File: src/rtl/fifo_ctrl_pkg.sv
// fifo_port_ctrl shared definitions.
// State encoding, last-op and grant constants.
package fifo_ctrl_pkg;

  localparam int WORD_SIZE = 8;

  typedef enum logic [2:0] {
    ST_IDLE  = 3'd0,
    ST_WR_HI = 3'd1,
    ST_WR_LO = 3'd2,
    ST_RD_HI = 3'd3,
    ST_RD_LO = 3'd4,
    ST_FLUSH = 3'd5
  } state_e;

  localparam logic OP_WRITE = 1'b1;
  localparam logic OP_READ  = 1'b0;

  localparam logic GNT_A = 1'b0;
  localparam logic GNT_B = 1'b1;

endpackage

File: src/rtl/fifo_port_ctrl_rr_arb2.sv
// Two-way round-robin producer arbiter.
// Grant is combinational; last_grant moves on accept.
module rr_arb2
  import fifo_ctrl_pkg::*;
(
  input  logic clk,
  input  logic reset,
  input  logic req_a_i,
  input  logic req_b_i,
  input  logic en_i,
  output logic gnt_a_o,
  output logic gnt_b_o
);

  logic last_q;

  assign gnt_a_o = req_a_i & (!req_b_i | (last_q == GNT_B));
  assign gnt_b_o = req_b_i & !gnt_a_o;

  // remember who won the last accepted write
  always_ff @(posedge clk) begin
    if (reset) begin
      last_q <= GNT_B;
    end else if (en_i) begin
      last_q <= gnt_b_o ? GNT_B : GNT_A;
    end
  end

endmodule

File: src/rtl/fifo_port_ctrl.sv
// Sequencer/arbiter for the edge-strobed byte FIFO.
// Two producers, one consumer, spaced strobes, flush.
module fifo_port_ctrl
  import fifo_ctrl_pkg::*;
#(
  parameter int WORD_SIZE = fifo_ctrl_pkg::WORD_SIZE
) (
  input  logic                 clk,
  input  logic                 reset,
  input  logic                 a_valid,
  input  logic [WORD_SIZE-1:0] a_data,
  output logic                 a_ready,
  input  logic                 b_valid,
  input  logic [WORD_SIZE-1:0] b_data,
  output logic                 b_ready,
  output logic                 rd_valid,
  output logic [WORD_SIZE-1:0] rd_data,
  input  logic                 rd_ready,
  input  logic                 flush,
  output logic [WORD_SIZE-1:0] fifo_d,
  output logic                 fifo_write,
  output logic                 fifo_read,
  output logic                 fifo_reset,
  input  logic [WORD_SIZE-1:0] fifo_q,
  input  logic                 fifo_empty,
  input  logic                 fifo_full
);

  state_e               state_q;
  logic                 last_op_q;
  logic                 flush_pend_q;
  logic                 wr_q;
  logic                 rd_q;
  logic                 rd_valid_q;
  logic [WORD_SIZE-1:0] rd_data_q;
  logic [WORD_SIZE-1:0] fifo_d_q;

  logic idle;
  logic wr_cand;
  logic rd_cand;
  logic do_flush;
  logic do_wr;
  logic do_rd;
  logic gnt_a;
  logic gnt_b;

  assign idle    = (state_q == ST_IDLE) & !reset;
  assign wr_cand = (a_valid | b_valid) & !fifo_full;
  assign rd_cand = !fifo_empty & (!rd_valid_q | rd_ready);

  assign do_flush = idle & flush_pend_q;
  assign do_wr = idle & !flush_pend_q & wr_cand
               & (!rd_cand | (last_op_q == OP_READ));
  assign do_rd = idle & !flush_pend_q & rd_cand
               & (!wr_cand | (last_op_q == OP_WRITE));

  rr_arb2 u_arb (
    .clk     (clk),
    .reset   (reset),
    .req_a_i (a_valid),
    .req_b_i (b_valid),
    .en_i    (do_wr),
    .gnt_a_o (gnt_a),
    .gnt_b_o (gnt_b)
  );

  assign a_ready    = do_wr & gnt_a;
  assign b_ready    = do_wr & gnt_b;
  assign fifo_write = wr_q;
  assign fifo_read  = rd_q;
  assign fifo_reset = reset | (state_q == ST_FLUSH);
  assign fifo_d     = fifo_d_q;
  assign rd_valid   = rd_valid_q;
  assign rd_data    = rd_data_q;

  // op sequencer: one decision in IDLE, then hi/lo strobe
  always_ff @(posedge clk) begin
    if (reset) begin
      state_q      <= ST_IDLE;
      last_op_q    <= OP_READ;
      flush_pend_q <= 1'b0;
      wr_q         <= 1'b0;
      rd_q         <= 1'b0;
    end else begin
      wr_q <= do_wr;
      rd_q <= do_rd;
      unique case (state_q)
        ST_IDLE: begin
          if (do_flush)   state_q <= ST_FLUSH;
          else if (do_wr) state_q <= ST_WR_HI;
          else if (do_rd) state_q <= ST_RD_HI;
        end
        ST_WR_HI: state_q <= ST_WR_LO;
        ST_RD_HI: state_q <= ST_RD_LO;
        default:  state_q <= ST_IDLE;
      endcase
      if (do_wr)      last_op_q <= OP_WRITE;
      else if (do_rd) last_op_q <= OP_READ;
      if (state_q == ST_FLUSH) flush_pend_q <= 1'b0;
      else if (flush)          flush_pend_q <= 1'b1;
    end
  end

  // write data latch and consumer output word
  always_ff @(posedge clk) begin
    if (reset) begin
      fifo_d_q   <= '0;
      rd_valid_q <= 1'b0;
      rd_data_q  <= '0;
    end else begin
      if (do_wr) fifo_d_q <= gnt_a ? a_data : b_data;
      if (state_q == ST_FLUSH) begin
        rd_valid_q <= 1'b0;
      end else if (do_rd) begin
        rd_valid_q <= 1'b1;
        rd_data_q  <= fifo_q;
      end else if (rd_valid_q & rd_ready) begin
        rd_valid_q <= 1'b0;
      end
    end
  end

endmodule

File: config.mk
export PLATFORM = sky130hd
export DESIGN_NAME = fifo_port_ctrl
export DESIGN_NICKNAME = d
export VERILOG_FILES = /design/src/rtl/fifo_ctrl_pkg.sv /design/src/rtl/fifo_port_ctrl_rr_arb2.sv /design/src/rtl/fifo_port_ctrl.sv
export SDC_FILE = /design/constraint.sdc
export NUM_CORES = 1
export LEC_CHECK = 0
export ABC_AREA = 1
export BUFFER_PORTS_ARGS = -buffer_cell sky130_fd_sc_hd__buf_4
export CAP_MARGIN = 20
export CORE_ASPECT_RATIO = 1.1
export CORE_MARGIN = 4
export CORE_UTILIZATION = 28
export CTS_CLUSTER_DIAMETER = 100
export CTS_CLUSTER_SIZE = 40
export DETAILED_ROUTE_END_ITERATION = 8
export GPL_TIMING_DRIVEN = 0
export SKIP_LAST_GASP = 1
export SLEW_MARGIN = 5
export SYNTH_ARGS = -nofsm -noshare
export SYNTH_HDL_FRONTEND = slang
export SYNTH_HIERARCHICAL = 1
export SYNTH_SLANG_ARGS = --single-unit
File: constraint.sdc
create_clock -name clk -period 1.9 [get_ports clk]
set_input_delay 0.38 -clock clk [delete_from_list [all_inputs] [get_ports clk]]
set_output_delay 0.38 -clock clk [all_outputs]
set_load 0.02 [all_outputs]
==> reports/qor.csv <==
metric,value,unit
status,completed,
start_util,29.8,%
syn_nets,188,
swShare,34.1,%
hold_violations,0,
clockBufferDepth,2,
fin_ws,123,ps
cts.sinks,25,
synth-simple-area-share,34.3,%
die_y,74.5,µm
hp-class,in2reg,
grt_pass1_vias,1123,
cts_tree,yes,
power_frac_comb,36.7,%
wl_met1,1.20,mm
grt_max_degree,14,
rsz0062_at_grt,false,
crit_fanout,14,
finalCritPeriodShare,93.5,%
grt-ovfl-total,0,
die_w,68.4,µm
fin_worst_skew,7.00,ps
portBuffers,53,
synth_fa_ha_area_share,0,%
sequentialPowerShare,43.4,%
power.net_switching,0.518,mW
pre_cts_ws,108,ps
drt.antenna.violating_nets,0,
synth_top_family_by_area,simple AND/OR/NAND/NOR gates,
syn2layout_area_growth,46.7,%
row_count,23,
htree_levels,1,
worst_setup_path_end_kind,output pin,
fin_util,43.8,%
route.met3.wl,228,µm
max-vdd-ir-drop,0.294,mV
synth-compound-area-share,13.3,%
synth-seq-cells,25,
nets,247,
cts_buffers,3,
dieArea,5100,µm²
vias,1112,
muxShareOfSynthArea,0,%
r2r_setup_slack,540,ps
place.gp.congestion,0.765,
slew_headroom,72.7,%
avgSynthCellArea,7.21,µm²
p_leak,0.825,nW
worstPathRequired,1520,ps
clock.fmax,563,MHz
clk_latency,260,ps
routed.top_layer,met4,
drc,0,
start_kind,flop,
final_layout_size_suffix_gt1_share,36.9,%
yosysWarnings,6,
p_int,1.00,mW
wl_per_cell,10.4,µm
yosys.cell_types.count,27,
core_area,3770,µm²
maxCapViolations,0,
antennaDiodeCount,0,
finalCriticalPeriod,1780,ps
first_pass_iters,4,
synth_seq_area_share,44.5,%
synth_xor_area_share,0,%
clkPwrFrac,19.9,%
critical_path_class,reg2out,
setup_viol,0,
synthCells,156,
vias_per_cell,4.21,
grt.total_usage,11.6,%
grt_pass1_wl,4.60,mm
synth_area,1120,µm²
boundaryPins,54,
cts_root_buf,clkbuf_8,
drv_slew,0,
dr.first_iter.drc_count,27,
hpwl,2.18,mm
worst_pin_slew,410,ps
clk_pin_slew,80,ps
wl_met2,1.31,mm
antenna_found_initial,0,
p_per_area,921,nW/µm²
wirelength,2.74,mm
crit_arrival,1400,ps
fin_tns_setup,0,ps
layout by cell type, fill, tap and decap left out:
cell | Yosys | layout
nand2_2 | 1 | 1
a21oi_2 | 1 | 1
clkbuf_8 | 0 | 3
dfxtp_1 | 25 | 23
nand3_1 | 3 | 3
dfxtp_4 | 0 | 1
o21ai_2 | 1 | 1
buf_4 | 0 | 55
inv_1 | 11 | 10
a21oi_1 | 5 | 5
clkbuf_1 | 1 | 2
o211ai_1 | 1 | 1
o21ai_1 | 8 | 8
nand4_2 | 1 | 1
or2_2 | 1 | 1
o21ai_0 | 8 | 8
nand4_1 | 1 | 1
a31oi_2 | 1 | 1
nand3_2 | 1 | 1
buf_1 | 1 | 1
clkinv_2 | 1 | 2
nand2_4 | 0 | 1
buf_2 | 1 | 1
nand3_4 | 1 | 1
nor2_4 | 3 | 3
buf_6 | 2 | 1
inv_2 | 1 | 2
dfxtp_2 | 0 | 1
nor2_1 | 41 | 40
o21a_1 | 1 | 1
nor2_2 | 0 | 1
nand2_1 | 33 | 32
worst paths after layout:
kind | from | end | depth (start not counted)
hold / removal | reset | state_q[2]$_SDFFE_PP0P_ | 2
hold reg to reg | rd_data[7]$_SDFFE_PP0P_ | rd_data[7]$_SDFFE_PP0P_ | 2
setup reg to reg | state_q[2]$_SDFFE_PP0P_ | rd_data[1]$_SDFFE_PP0P_ | 8
setup / recovery | state_q[2]$_SDFFE_PP0P_ | b_ready | 6
final cells by class:
type	count	area (µm²)
multi-input cells	112	546
repair buffers	55	413
flip-flops and latches	25	505
plain buffers	4	23.8
fillers	436	2120
inverters	14	55.1
clock buffers	4	45.0
well taps	50	62.6
Yosys cell counts:
| cell type | number | share of area (%) |
|---|---|---|
| nor2_1 | 41 | 14 |
| nand2_1 | 33 | 11 |
| dfxtp_1 | 25 | 44 |
| inv_1 | 11 | 3.7 |
| o21ai_0 | 8 | 3.6 |
| o21ai_1 | 8 | 3.6 |
| a21oi_1 | 5 | 2.2 |
| nand3_1 | 3 | 1.3 |
| nor2_4 | 3 | 3.0 |
| buf_6 | 2 | 2.0 |
| a21oi_2 | 1 | 0.78 |
| a31oi_2 | 1 | 1.1 |
| buf_1 | 1 | 0.33 |
| buf_2 | 1 | 0.44 |
| clkbuf_1 | 1 | 0.33 |
| clkinv_1 | 1 | 0.33 |
| clkinv_2 | 1 | 0.44 |
| inv_2 | 1 | 0.33 |
| nand2_2 | 1 | 0.56 |
| nand3_2 | 1 | 0.89 |
| nand3_4 | 1 | 1.6 |
| nand4_1 | 1 | 0.56 |
| nand4_2 | 1 | 1.1 |
| o211ai_1 | 1 | 0.67 |
| o21a_1 | 1 | 0.67 |
| o21ai_2 | 1 | 0.78 |
| or2_2 | 1 | 0.56 |
stage by stage:
step,area [µm²],hold slack [ps],std cells,power (mW)
after floorplan,1120,449,156,1.02
after global placement,1590,464,259,1.21
after detailed placement,1590,473,259,1.21
after CTS,1630,310,263,1.53
after global routing,1650,296,264,1.65
final,1650,308,264,1.52
cell families after synthesis:
logic type / count (synthesis)
AOI/OAI and AO/OA: 26
buffers and inverters: 19
DFF: 25
and+or+nand+nor: 86
per-layer routing:
metal | track usage [%] | up-vias
met5 | 0 | -
met4 | 1.99 | 0
met3 | 3.47 | 2
met2 | 20.0 | 40
met1 | 14.2 | 468
li1 | - | 602
repair_timing:
action / 4_1_cts / 5_1_grt
endpoints found under the setup margin: 2 / 2
hold buffers: 0 / 0
resized for setup: 1 / 7
pin swaps: 1 / 2
setup buffers: 0 / 2
sequential cells by signal (all words and copies together), names as in the netlist:
register,flops
u_arb/last_q,1
rd_valid,1
fifo_read,1
last_op_q,1
flush_pend_q,1
state_q,3
fifo_write,1
rd_data,8
fifo_d,8
power groups by stage:
stage / Combinational, mW / Clock (mW) / Sequential, mW
floorplan: 0.294 / 0 / 0.726
global placement: 0.543 / 0 / 0.668
detailed placement: 0.546 / 0 / 0.669
CTS: 0.550 / 0.327 / 0.657
global route: 0.626 / 0.351 / 0.671
finish: 0.557 / 0.303 / 0.660
worst max-delay path, cell delays in order, from the launching register on:
cell,delay [ps]
dfxtp_4,360
nor2_4,140
nand3_2,100
nor2_4,150
nand2_4,130
nor2_1,120
buf_4,150
(Power assumes the default switching activity.)
